--- config.mk ---
export PLATFORM = sky130hd
export DESIGN_NAME = wb_stage_flat
export DESIGN_NICKNAME = d
export VERILOG_FILES = /design/src/rtl/wb_stage_if.sv /design/src/rtl/wb_stage.sv /design/src/flat_wrapper.sv
export SDC_FILE = /design/constraint.sdc
export NUM_CORES = 1
export LEC_CHECK = 0
export CAP_MARGIN = 0
export CELL_PAD_IN_SITES_DETAIL_PLACEMENT = 0
export CELL_PAD_IN_SITES_GLOBAL_PLACEMENT = 1
export CORE_MARGIN = 2
export CORE_UTILIZATION = 30
export CTS_BUF_LIST = sky130_fd_sc_hd__clkbuf_8
export DETAILED_ROUTE_END_ITERATION = 7
export DONT_BUFFER_PORTS = 1
export HOLD_SLACK_MARGIN = 0.03
export PLACE_DENSITY = 0.52
export RECOVER_POWER = 25
export SETUP_SLACK_MARGIN = 0.1
export SKIP_CTS_REPAIR_TIMING = 1
export SLEW_MARGIN = 0
export SYNTH_ARGS = -nofsm -noshare
export SYNTH_HDL_FRONTEND = slang
export SYNTH_SLANG_ARGS = --single-unit
--- constraint.sdc ---
create_clock -name clk -period 2.2 [get_ports clk]
set_input_delay 0.11 -clock clk [delete_from_list [all_inputs] [get_ports clk]]
set_output_delay 0.11 -clock clk [all_outputs]
set_load 0.01 [all_outputs]
--- src/rtl/wb_stage_if.sv ---
// MEM -> write-back stage bus: instruction handoff, memory load response and flush.
interface wb_stage_if #(
  parameter int unsigned XLEN = 32,
  parameter int unsigned RA_W = 5
);
  logic            in_valid;
  logic            in_ready;
  logic [RA_W-1:0] in_rd;
  logic            in_wen;
  logic [1:0]      in_sel;
  logic [XLEN-1:0] in_alu;
  logic [XLEN-1:0] in_pc4;
  logic [XLEN-1:0] in_imm;
  logic [1:0]      in_ld_size;
  logic            in_ld_uns;
  logic [1:0]      in_addr_lo;
  logic            mem_rvalid;
  logic [XLEN-1:0] mem_rdata;
  logic            flush;

  modport master (
    output in_valid, in_rd, in_wen, in_sel, in_alu, in_pc4, in_imm,
           in_ld_size, in_ld_uns, in_addr_lo, mem_rvalid, mem_rdata, flush,
    input  in_ready
  );

  modport slave (
    input  in_valid, in_rd, in_wen, in_sel, in_alu, in_pc4, in_imm,
           in_ld_size, in_ld_uns, in_addr_lo, mem_rvalid, mem_rdata, flush,
    output in_ready
  );
endinterface

--- src/rtl/wb_stage.sv ---
// RV32/RV64 write-back stage: source select, load wait/extend, register-file write, perf counters.
// Byte/half lane select and sign/zero extension of loads are built only when WB_LOAD_EXT_EN is defined.
module wb_stage #(
  parameter int unsigned XLEN  = 32,
  parameter int unsigned RA_W  = 5,
  parameter int unsigned CNT_W = 32
) (
  input  logic             clk,
  input  logic             rst_n,
  wb_stage_if.slave        bus,
  output logic             rf_we,
  output logic [RA_W-1:0]  rf_waddr,
  output logic [XLEN-1:0]  rf_wdata,
  output logic             ld_pending,
  output logic [RA_W-1:0]  ld_rd,
  output logic [CNT_W-1:0] retire_cnt,
  output logic [CNT_W-1:0] stall_cnt
);

  typedef enum logic {IDLE = 1'b0, WAIT_MEM = 1'b1} state_t;

  localparam logic [1:0] SEL_ALU = 2'b00;
  localparam logic [1:0] SEL_LD  = 2'b01;
  localparam logic [1:0] SEL_PC4 = 2'b10;
  localparam logic [1:0] SEL_IMM = 2'b11;

  state_t          state, state_nxt;
  logic            accept_c;
  logic            ld_wen_q;
  logic [XLEN-1:0] sel_data_c;
  logic [XLEN-1:0] ld_data_c;

  logic            rf_we_nxt;
  logic [RA_W-1:0] rf_waddr_nxt;
  logic [XLEN-1:0] rf_wdata_nxt;
  logic            ld_latch_c;
  logic            retire_inc_c;
  logic            stall_inc_c;

  assign bus.in_ready = (state == IDLE);
  assign accept_c     = bus.in_valid & (state == IDLE) & ~bus.flush;

  // Non-load source select
  always_comb begin
    sel_data_c = bus.in_alu;
    unique case (bus.in_sel)
      SEL_ALU: sel_data_c = bus.in_alu;
      SEL_PC4: sel_data_c = bus.in_pc4;
      SEL_IMM: sel_data_c = bus.in_imm;
      default: sel_data_c = bus.in_alu;
    endcase
  end

`ifdef WB_LOAD_EXT_EN
  logic [1:0] ld_size_q;
  logic       ld_uns_q;
  logic [1:0] ld_lo_q;
  logic [7:0]  byte_c;
  logic [15:0] half_c;
  logic [31:0] word_c;

  always_ff @(posedge clk or negedge rst_n) begin
    if (!rst_n) begin
      ld_size_q <= 2'b00;
      ld_uns_q  <= 1'b0;
      ld_lo_q   <= 2'b00;
    end else if (ld_latch_c) begin
      ld_size_q <= bus.in_ld_size;
      ld_uns_q  <= bus.in_ld_uns;
      ld_lo_q   <= bus.in_addr_lo;
    end
  end

  // Lane select, then sign or zero extension to XLEN
  always_comb begin
    byte_c    = bus.mem_rdata[{ld_lo_q, 3'b000} +: 8];
    half_c    = bus.mem_rdata[{ld_lo_q[1], 4'b0000} +: 16];
    word_c    = bus.mem_rdata[31:0];
    ld_data_c = bus.mem_rdata;
    unique case (ld_size_q)
      2'b00:   ld_data_c = ld_uns_q ? XLEN'(byte_c) : XLEN'($signed(byte_c));
      2'b01:   ld_data_c = ld_uns_q ? XLEN'(half_c) : XLEN'($signed(half_c));
      2'b10:   ld_data_c = ld_uns_q ? XLEN'(word_c) : XLEN'($signed(word_c));
      default: ld_data_c = bus.mem_rdata;
    endcase
  end
`else
  assign ld_data_c = bus.mem_rdata;
`endif

  always_ff @(posedge clk or negedge rst_n) begin
    if (!rst_n) state <= IDLE;
    else        state <= state_nxt;
  end

  always_comb begin
    state_nxt = state;
    unique case (state)
      IDLE:     if (accept_c && bus.in_sel == SEL_LD) state_nxt = WAIT_MEM;
      WAIT_MEM: if (bus.flush || bus.mem_rvalid)      state_nxt = IDLE;
      default:  state_nxt = IDLE;
    endcase
  end

  // Write-port and counter updates; a flush in WAIT_MEM drops the load and any coincident response
  always_comb begin
    rf_we_nxt    = 1'b0;
    rf_waddr_nxt = rf_waddr;
    rf_wdata_nxt = rf_wdata;
    ld_latch_c   = 1'b0;
    retire_inc_c = 1'b0;
    stall_inc_c  = 1'b0;
    unique case (state)
      IDLE: begin
        if (accept_c) begin
          if (bus.in_sel == SEL_LD) begin
            ld_latch_c = 1'b1;
          end else begin
            rf_we_nxt    = bus.in_wen & (bus.in_rd != '0);
            rf_waddr_nxt = bus.in_rd;
            rf_wdata_nxt = sel_data_c;
            retire_inc_c = 1'b1;
          end
        end
      end
      WAIT_MEM: begin
        if (!bus.flush) begin
          if (bus.mem_rvalid) begin
            rf_we_nxt    = ld_wen_q & (ld_rd != '0);
            rf_waddr_nxt = ld_rd;
            rf_wdata_nxt = ld_data_c;
            retire_inc_c = 1'b1;
          end else begin
            stall_inc_c  = 1'b1;
          end
        end
      end
      default: ;
    endcase
  end

  always_ff @(posedge clk or negedge rst_n) begin
    if (!rst_n) begin
      rf_we      <= 1'b0;
      rf_waddr   <= '0;
      rf_wdata   <= '0;
      ld_pending <= 1'b0;
      ld_rd      <= '0;
      ld_wen_q   <= 1'b0;
      retire_cnt <= '0;
      stall_cnt  <= '0;
    end else begin
      rf_we      <= rf_we_nxt;
      rf_waddr   <= rf_waddr_nxt;
      rf_wdata   <= rf_wdata_nxt;
      ld_pending <= (state_nxt == WAIT_MEM);
      if (ld_latch_c) begin
        ld_rd    <= bus.in_rd;
        ld_wen_q <= bus.in_wen;
      end
      if (retire_inc_c) retire_cnt <= retire_cnt + CNT_W'(1);
      if (stall_inc_c)  stall_cnt  <= stall_cnt + CNT_W'(1);
    end
  end

endmodule

--- src/flat_wrapper.sv ---
// flat-port wrapper written by rule: the top's interface ports become plain ports
module wb_stage_flat 
#(
  parameter int unsigned XLEN  = 32,
  parameter int unsigned RA_W  = 5,
  parameter int unsigned CNT_W = 32
)
  (clk, rst_n, rf_we, rf_waddr, rf_wdata, ld_pending, ld_rd, retire_cnt, stall_cnt, bus_in_valid, bus_in_rd, bus_in_wen, bus_in_sel, bus_in_alu, bus_in_pc4, bus_in_imm, bus_in_ld_size, bus_in_ld_uns, bus_in_addr_lo, bus_mem_rvalid, bus_mem_rdata, bus_flush, bus_in_ready);
  wb_stage_if #(.XLEN(XLEN), .RA_W(RA_W)) bus_i ();
  input  logic clk;
  input  logic rst_n;
  output logic rf_we;
  output logic [RA_W-1:0] rf_waddr;
  output logic [XLEN-1:0] rf_wdata;
  output logic ld_pending;
  output logic [RA_W-1:0] ld_rd;
  output logic [CNT_W-1:0] retire_cnt;
  output logic [CNT_W-1:0] stall_cnt;
  input wire logic [$bits(bus_i.in_valid)-1:0] bus_in_valid;
  input wire logic [$bits(bus_i.in_rd)-1:0] bus_in_rd;
  input wire logic [$bits(bus_i.in_wen)-1:0] bus_in_wen;
  input wire logic [$bits(bus_i.in_sel)-1:0] bus_in_sel;
  input wire logic [$bits(bus_i.in_alu)-1:0] bus_in_alu;
  input wire logic [$bits(bus_i.in_pc4)-1:0] bus_in_pc4;
  input wire logic [$bits(bus_i.in_imm)-1:0] bus_in_imm;
  input wire logic [$bits(bus_i.in_ld_size)-1:0] bus_in_ld_size;
  input wire logic [$bits(bus_i.in_ld_uns)-1:0] bus_in_ld_uns;
  input wire logic [$bits(bus_i.in_addr_lo)-1:0] bus_in_addr_lo;
  input wire logic [$bits(bus_i.mem_rvalid)-1:0] bus_mem_rvalid;
  input wire logic [$bits(bus_i.mem_rdata)-1:0] bus_mem_rdata;
  input wire logic [$bits(bus_i.flush)-1:0] bus_flush;
  output wire logic [$bits(bus_i.in_ready)-1:0] bus_in_ready;
  assign bus_i.in_valid = bus_in_valid;
  assign bus_i.in_rd = bus_in_rd;
  assign bus_i.in_wen = bus_in_wen;
  assign bus_i.in_sel = bus_in_sel;
  assign bus_i.in_alu = bus_in_alu;
  assign bus_i.in_pc4 = bus_in_pc4;
  assign bus_i.in_imm = bus_in_imm;
  assign bus_i.in_ld_size = bus_in_ld_size;
  assign bus_i.in_ld_uns = bus_in_ld_uns;
  assign bus_i.in_addr_lo = bus_in_addr_lo;
  assign bus_i.mem_rvalid = bus_mem_rvalid;
  assign bus_i.mem_rdata = bus_mem_rdata;
  assign bus_i.flush = bus_flush;
  assign bus_in_ready = bus_i.in_ready;
  wb_stage #(.XLEN(XLEN), .RA_W(RA_W), .CNT_W(CNT_W)) u_core (.clk(clk), .rst_n(rst_n), .bus(bus_i), .rf_we(rf_we), .rf_waddr(rf_waddr), .rf_wdata(rf_wdata), .ld_pending(ld_pending), .ld_rd(ld_rd), .retire_cnt(retire_cnt), .stall_cnt(stall_cnt));
endmodule
[Word-level counts from Yosys, hierarchy flattened]
Index checks and enable logic that the tools add are counted.
Word-level totals
  register bits after elaboration: 109
  bits of input ports: 146
Operators by class
  $add $sub $neg: 2
  equal/unequal tests: 7
  mux-type cells: 30
  bitwise operators: 6
  reductions and logical operators: 5
Operators by type and width (number)
  2-to-1 mux 32 bit: 4
  one-hot mux 32 bit (2 select lines): 2
  adder 32 x 1 -> 32 bit (second input constant): 2
  2-to-1 mux 5 bit: 4
  2-to-1 mux 1 bit: 16
  one-hot mux 5 bit (2 select lines): 1
  nonzero test 5 bit: 2
  != test 2 bit (second input constant): 3
  one-hot mux 1 bit (2 select lines): 3
  bitwise AND 1 bit: 4
  equality test 2 bit (second input constant): 2
  AND reduction 4 bit: 1
  equality test 2 x 1 -> 1 bit (second input constant): 1
  != test 2 x 1 -> 1 bit (second input constant): 1
  NOT 1 bit: 2
  logical AND 1 bit: 1
  logical OR 1 bit: 1

[Logic depth before layout (Yosys ltp)]
Gate-level depths: netlist of the first run.
  word-level depth: 6
  gate-level depth with buffers: 8
  depth with buffers taken out: 6

[Worst setup path before layout of the first run]
OpenSTA, ideal clock, no wires.
  path kind: register -> register
  from: register u_core.retire_cnt[6]
  to: register u_core.retire_cnt[30]
  arrival: 1848 ps
  required time: 2121 ps
  slack: 273 ps
  cell stages (with the launch flop): 6
  period minus slack after synthesis: 1927 ps
  path through: dfrtp_1 -> nand3_2 -> or3_4 -> or4_4 -> nor3_2 -> xor2_1
On the way
  word-level cells in the longest chain between the ends: 1
Ends and longest elaborated chain
  start: declaration: line wb_stage.sv:16  | output logic [CNT_W-1:0] retire_cnt,
  start signal: assignment: line wb_stage.sv:161  | if (retire_inc_c) retire_cnt <= retire_cnt + CNT_W'(1);
  adder 32 x 1 -> 32 bit: line wb_stage.sv:161
Every way passes these cells.
A chain may end at the register's enable or synchronous reset.

[Worst setup path after layout of the first run]
  from: register u_core.state
  to: register u_core.retire_cnt[11]
On the way
  word-level cells in the longest chain between the ends: 5
Ends and longest elaborated chain
  start: declaration: line wb_stage.sv:27  | state_t state, state_nxt;
  start signal: assignment: line wb_stage.sv:93  | else state <= state_nxt;
  NOT 1 bit: line wb_stage.sv:41, wb_stage.sv:113
  bitwise AND 1 bit (2 in a row): line wb_stage.sv:41  | assign accept_c = bus.in_valid & (state == IDLE) & ~bus.flush;
  2-to-1 mux 1 bit: line wb_stage.sv:115  | if (accept_c) begin
  one-hot mux 1 bit (2 select lines) *: line wb_stage.sv:113  | unique case (state)
Every way passes the cells marked *; elsewhere a longest branch is shown, timed or not.

==> reports/qor.csv, run 1 <==
stage,metric,value,unit
die,FP Rows,49,
sta,Setup TNS,0,ps
worst_setup_path,CP startpoint kind,flip-flop,
placement,DP Wirelength,10.1,mm
clocking,Clock Sinks,109,
placement,pre-CTS WS,249,ps
die,chip height,139,microns
clocking,worst skew pair latency,390,ps
global_route,Overflow after GRT,0,
final_layout,Multi-input gate area,0.00261,sq mm
worst_setup_path,R2R depth,5,
placement,Port Buffers,0,
die,chip width,139,microns
yosys,Post-synth EDFFs,0,
placement,dpl cells,759,
routing,drt first-iter violations,126,
yosys,sequential area share after synthesis,49.9,%
yosys,Synth Warn #,0,
final_layout,FF+latch area,0.00273,sq mm
worst_setup_path,CP Max Fanout,14,
yosys,syn_area_per_cell,10.0,sq um
sta,Clock Skew,12.1,ps
worst_setup_path,critical path class,flip-flop to flip-flop,
clocking,TritonCTS clock tree,done,
pwr,power density cells,710,mW/mm^2
yosys,Post-Syn Area,0.00546,sq mm
global_route,initial antenna violation count,1,
sta,Pins Over Slew Limit,0,
final_layout,Finished Cell Area,0.00647,sq mm
global_route,first-pass GRT wire length,21.7,mm
clocking,Max Root-Sink Buffers,2,
yosys,"Distinct cells, synth",40,
clocking,clock slew at reported path FFs,110,ps
placement,Routability Congestion,0.782,
sta,RSZ-0062 raised after global routing,no,
sta,period utilisation layout,89.9,%
yosys,Post-Synthesis Cells,544,
global_route,GRT Overall Usage,14.2,%
pwr,Leakage,2.76,nW
pwr,worst vdd ir,0.263,mV
sta,final hold violations,109,
yosys,syn nets,692,
placement,DP Area,0.00578,sq mm
die,Initial Util,30.5,%
final_layout,filler cell count,1832,
worst_setup_path,crit end category,flip-flop,
sta,Hold WS,-600,ps
global_route,number of global-route vias before repair,3840,
yosys,Synth Flop Type,dfrtp_1,
die,CORE AREA,0.0179,sq mm
sta,Achievable Freq,0.505,GHz
routing,drt drc,0,
worst_setup_path,worst path arrival time,2290,ps
final_layout,layout cells sized above 1,9.24,%
final_layout,Nets,738,
routing,WL/cell,17.7,microns
sta,slew margin rel.,55.4,%
sta,Final min period,1980,ps
routing,routed vias,4165,
hold_path,Hold WC Path Type,input port to async pin,
routing,remaining antenna violation count,0,
yosys,fraction of registers with async set/reset,100,%
routing,Routed WL,14.6,mm
die,Die ar.,0.0193,sq mm
sta,worst-margin pin slew,667,ps
clocking,total CTS buffers,9,
clocking,CTS root buffer,clkbuf_8,
routing,drt first pass iters,5,
sta,final setup vio count,0,
yosys,Seq cells post-synth,109,
sta,"Worst Setup Slack, final",221,ps
final_layout,Area growth syn-to-layout,18.5,%
routing,vias per cell,5.05,
status,failing checks,negative hold slack,
flow_run,max cap viols,0,
clocking,htree depth,3,
final_layout,final cell count without fillers,825,
die,# IOs,255,
worst_setup_path,Critical Path RT,2520,ps
global_route,pin count of the biggest net entering global routing,110,
status,status,"complete, but fails checks",
==> synth_stat cells, types with 2 or more instances <==
cell type,count,area share [%]
dfrtp_1,109,50
nor2_1,76,5.2
a21oi_1,64,5.9
xnor2_1,42,6.7
mux2i_1,37,6.8
a211oi_1,32,4.4
nand2_1,30,2.1
xor2_1,20,3.2
clkbuf_1,19,1.3
nand3_1,19,1.7
nand4_1,14,1.6
and3_1,11,1.3
buf_1,8,0.55
mux2_2,8,1.6
and4_1,7,1.1
nor3_1,6,0.55
o21ai_0,5,0.46
buf_2,4,0.37
inv_1,3,0.21
nor4_1,3,0.34
or4_1,3,0.41
and3_2,2,0.27
ha_1,2,0.46
nand2b_1,2,0.23
nor4_2,2,0.46
or2_2,2,0.23
==> worst max-delay path: stages, from the launching register on <==
cell	delay (ps)
dfrtp_2	460
nand2b_1	180
a2bb2oi_2	240
or2_2	450
nor4_1	420
xor2_1	170
==> cell type report <==
type	count	share of cell area, %
well taps	229	4.43
repair buffers	66	9.74
diodes	1	0.0387
multi-input cells	401	40.3
flip-flops and latches	109	42.2
inverters	3	0.174
clock inverters	6	1.04
clock buffers	10	2.13
==> cell usage in the layout (no fill, tap or decap), drive strengths merged, types with 4 or more instances in the layout <==
| master | netlist | routed |
|---|---|---|
| or4 | 4 | 4 |
| nand4 | 14 | 14 |
| and4 | 7 | 7 |
| inv | 3 | 5 |
| a21oi | 64 | 64 |
| nand2 | 30 | 30 |
| mux2 | 8 | 8 |
| and3 | 13 | 13 |
| dfrtp | 109 | 109 |
| nor3 | 7 | 7 |
| mux2i | 37 | 37 |
| nor2 | 76 | 76 |
| xor2 | 20 | 20 |
| nor4 | 6 | 6 |
| buf | 12 | 17 |
| nand3 | 20 | 20 |
| a211oi | 32 | 32 |
| clkbuf | 19 | 10 |
| o21ai | 5 | 5 |
| dlygate4sd3 | 0 | 49 |
| xnor2 | 42 | 42 |
==> per-stage QoR <==
stage	hold slack [ps]	utilization, %	total power, mW
after floorplan	-186	-	3.03
after global placement	-183	32.3	3.23
after detailed placement	-183	32.3	3.25
after CTS	-624	33.4	4.60
after global routing	-633	36.2	4.87
final	-600	36.2	4.60
==> power by group <==
| part | internal (mW) | switching (mW) |
|---|---|---|
| logic | 0.361 | 0.306 |
| registers | 2.25 | 0.364 |
| clock network | 0.565 | 0.751 |
==> path summary, 6_finish.rpt <==
path / start / to / slack [ps]
worst max-delay path: u_core.state$_DFF_PN0_ / u_core.retire_cnt[11]$_DFFE_PN0P_ / 220
worst min-delay path: rst_n / u_core.retire_cnt[18]$_DFFE_PN0P_ / -600
worst max register to register: u_core.state$_DFF_PN0_ / u_core.retire_cnt[11]$_DFFE_PN0P_ / 220
worst min register to register: u_core.ld_wen_q$_DFFE_PN0P_ / u_core.ld_wen_q$_DFFE_PN0P_ / 530
max in group asynchronous: rst_n / u_core.rf_wdata[31]$_DFFE_PN0P_ / 2630
min in group clk: bus_in_sel[1] / u_core.rf_wdata[27]$_DFFE_PN0P_ / 10
==> metal layers <==
metal | vias up | GRT usage [%] | wire (microns)
li1 | 2017 | - | -
met2 | 169 | 23.7 | 7170
met3 | 16 | 4.97 | 955
met5 | - | 0 | 0
met1 | 1963 | 17.3 | 6270
met4 | 0 | 4.31 | 190
==> logic make-up (layout without fill, tap and decap cells) <==
| logic type | count (synthesis) | in the layout | synth area share (%) |
|---|---|---|---|
| multiplexers | 45 | 45 | 8.43 |
| AND/OR/NAND/NOR | 189 | 189 | 17.7 |
| adder cells (fa/ha/maj) | 2 | 2 | 0.458 |
| other | 0 | 1 | 0 |
| AO/OA/AOI/OAI | 103 | 103 | 11.1 |
| flip-flops | 109 | 109 | 49.9 |
| buffers and inverters | 34 | 85 | 2.43 |
| XOR/XNOR | 62 | 62 | 9.94 |
==> flip-flops by register name, summed over array words and instances, names as in the netlist <==
signal / count
u_core.ld_wen_q: 1
u_core.rf_we: 1
u_core.rf_waddr: 5
u_core.ld_rd: 5
u_core.state: 1
u_core.retire_cnt: 32
u_core.stall_cnt: 32
u_core.rf_wdata: 32
(Power assumes the default switching activity.)
==> inputs of run 2 (changes only) <==
CELL_PAD_IN_SITES_DETAIL_PLACEMENT = not set   (was 0)
CELL_PAD_IN_SITES_GLOBAL_PLACEMENT = not set   (was 1)
PLACE_DENSITY = 0.41   (was 0.52)
==> run 2 against run 1 <==
The run still ends with negative hold slack left. Register-to-register slack is essentially flat. Via count grew 0.86%. Maximum frequency grew 0.56%. Clock power shrank 8%. Power shrank 1.5%. Sequential power is essentially flat. Sequential share of layout area shrank 0.11 points. Cell area grew 0.25%. Hold slack lost 5.4 ps. Final cell count grew 0.48%. Critical endpoint is now u_core.retire_cnt[30]$_DFFE_PN0P_. Largest cell class unchanged. Highest routed layer unchanged.
==> reports/qor.csv, run 2 (synthesis results as in run 1) <==
stage,metric,value,unit,change
sta,Achievable Freq,0.508,GHz,+0.56%
final_layout,"commonest non-fill, non-tap cell in the layout",dfrtp_1,,
placement,DP Area,0.00581,sq mm,+0.52%
die,Initial Util,30.5,%,unchanged
clocking,worst skew pair latency,390,ps,about the same
worst_setup_path,critical path class,flip-flop to flip-flop,,
placement,Port Buffers,0,,unchanged
sta,period utilisation layout,89.4,%,-0.50 points
global_route,GRT Overall Usage,15.0,%,+0.78 points
sta,slew margin rel.,61.6,%,+6.2 points
placement,Routability Congestion,0.768,,-1.8%
final_layout,Nets,743,,+0.68%
placement,DP Wirelength,10.6,mm,+5.3%
global_route,Overflow after GRT,0,,unchanged
die,FP Rows,49,,unchanged
placement,dpl cells,763,,+0.53%
routing,drt first pass iters,4,,-1
final_layout,Finished Cell Area,0.00649,sq mm,+0.25%
sta,RSZ-0062 raised after global routing,no,,
die,# IOs,255,,unchanged
die,chip height,139,microns,unchanged
clocking,total CTS buffers,9,,unchanged
clocking,TritonCTS clock tree,done,,
clocking,Clock Sinks,109,,unchanged
die,CORE AREA,0.0179,sq mm,unchanged
worst_setup_path,worst path arrival time,2290,ps,about the same
pwr,total power,4.52,mW,-1.5%
sta,Final min period,1970,ps,-11.0 ps
sta,Setup TNS,0,ps,unchanged
routing,WL/cell,18.3,microns,+3.3%
routing,routed vias,4201,,+0.86%
final_layout,fin util,36.3,%,+0.091 points
pwr,worst vdd ir,0.286,mV,+8.6%
worst_setup_path,crit end category,flip-flop,,
sta,Pins Over Slew Limit,0,,unchanged
clocking,CTS root buffer,clkbuf_8,,
clocking,clock slew at reported path FFs,110,ps,about the same
routing,remaining antenna violation count,0,,unchanged
routing,drt first-iter violations,138,,+9.5%
worst_setup_path,CP Cell Sequence,"nand2b_1, a2bb2oi_2, or4_4, nor3_2, xor2_1",,
sta,Hold WS,-606,ps,-5.36 ps
placement,pre-CTS WS,248,ps,-0.169 ps
global_route,pin count of the biggest net entering global routing,110,,unchanged
final_layout,top flop regs,"u_core.retire_cnt (32), u_core.rf_wdata (32), u_core.stall_cnt (32)",,
clocking,htree depth,3,,unchanged
worst_setup_path,Critical Path RT,2530,ps,about the same
worst_setup_path,CP startpoint kind,flip-flop,,
clocking,Max Root-Sink Buffers,2,,unchanged
sta,worst-margin pin slew,576,ps,-90.7 ps
routing,Routed WL,15.1,mm,+3.8%
worst_setup_path,CP Max Fanout,9,,-5
status,failing checks,negative hold slack,,
die,Die ar.,0.0193,sq mm,unchanged
routing,vias per cell,5.07,,+0.38%
final_layout,Area growth syn-to-layout,18.8,%,
worst_setup_path,"Max stage delay cell, worst path",or4_4,,
pwr,power density cells,697,mW/mm^2,-1.8%
sta,Clock Skew,13.4,ps,+1.36 ps
global_route,first-pass GRT wire length,22.9,mm,+5.5%
final_layout,most frequent cells in the layout,"dfrtp_1, nor2_1, a21oi_1",,
hold_path,Hold WC Path Type,input port to async pin,,
routing,drt drc,0,,unchanged
sta,final hold violations,109,,unchanged
status,status,"complete, but fails checks",,
global_route,initial antenna violation count,1,,unchanged
final_layout,final cell count without fillers,829,,+0.48%
flow_run,max cap viols,0,,unchanged
pwr,Leakage,2.77,nW,+0.43%
global_route,number of global-route vias before repair,4020,,+4.7%
final_layout,layout cells sized above 1,9.68,%,+0.44 points
worst_setup_path,crit-path max cell delay,600,ps,+140 ps
sta,final setup vio count,0,,unchanged
die,chip width,139,microns,unchanged
sta,"Worst Setup Slack, final",232,ps,+11.0 ps
run 2: cell types whose count changed in the layout (fill, tap and decap cells not counted), sizes merged:
cell         change
bufinv           -1
dlygate4sd3      +1
buf              +4
run 2: worst max-delay path: cells and delay by family, from the launching register on:
kind,cells,cell delay (ps)
flops,1,480
simple gates,3,1020
xor+xnor,1,150
compound gates,1,250
run 2: worst paths after layout:
kind	start	cells past startpoint	to	slack, ps
max	u_core.state$_DFF_PN0_	5	u_core.retire_cnt[30]$_DFFE_PN0P_	230
min	rst_n	0	u_core.retire_cnt[28]$_DFFE_PN0P_	-610
max reg2reg	u_core.state$_DFF_PN0_	5	u_core.retire_cnt[30]$_DFFE_PN0P_	230
min reg2reg	u_core.ld_wen_q$_DFFE_PN0P_	1	u_core.ld_wen_q$_DFFE_PN0P_	520
max in group asynchronous	rst_n	0	u_core.rf_wdata[1]$_DFFE_PN0P_	2660
min in group clk	bus_in_sel[1]	3	u_core.rf_wdata[2]$_DFFE_PN0P_	10
run 2: cell type report:
type / count / area [sq um]
clock inverters: 5 / 43.8
flip-flops and latches: 109 / 2730
multi-input cells: 401 / 2610
well taps: 229 / 287
fillers: 1769 / 11400
clock buffers: 10 / 138
inverters: 3 / 11.3
repair buffers: 71 / 671
diodes: 1 / 2.50
run 2: metal layers:
| metal | share of wire, % | track usage, % | vias to the layer above |
|---|---|---|---|
| met5 | 0 | 0 | - |
| met4 | 2.2 | 5.16 | 0 |
| met3 | 6.1 | 4.07 | 17 |
| met2 | 51 | 25.7 | 173 |
| met1 | 41 | 18.3 | 1978 |
| li1 | - | - | 2033 |
run 2: report_power, final:
| part | internal, mW | leakage (nW) | total (mW) | switching (mW) |
|---|---|---|---|---|
| Combinational | 0.385 | 1.30 | 0.739 | 0.354 |
| Sequential | 2.25 | 1.38 | 2.58 | 0.327 |
| Clock | 0.452 | 0.0869 | 1.21 | 0.758 |
| Total | 3.09 | 2.77 | 4.52 | 1.44 |
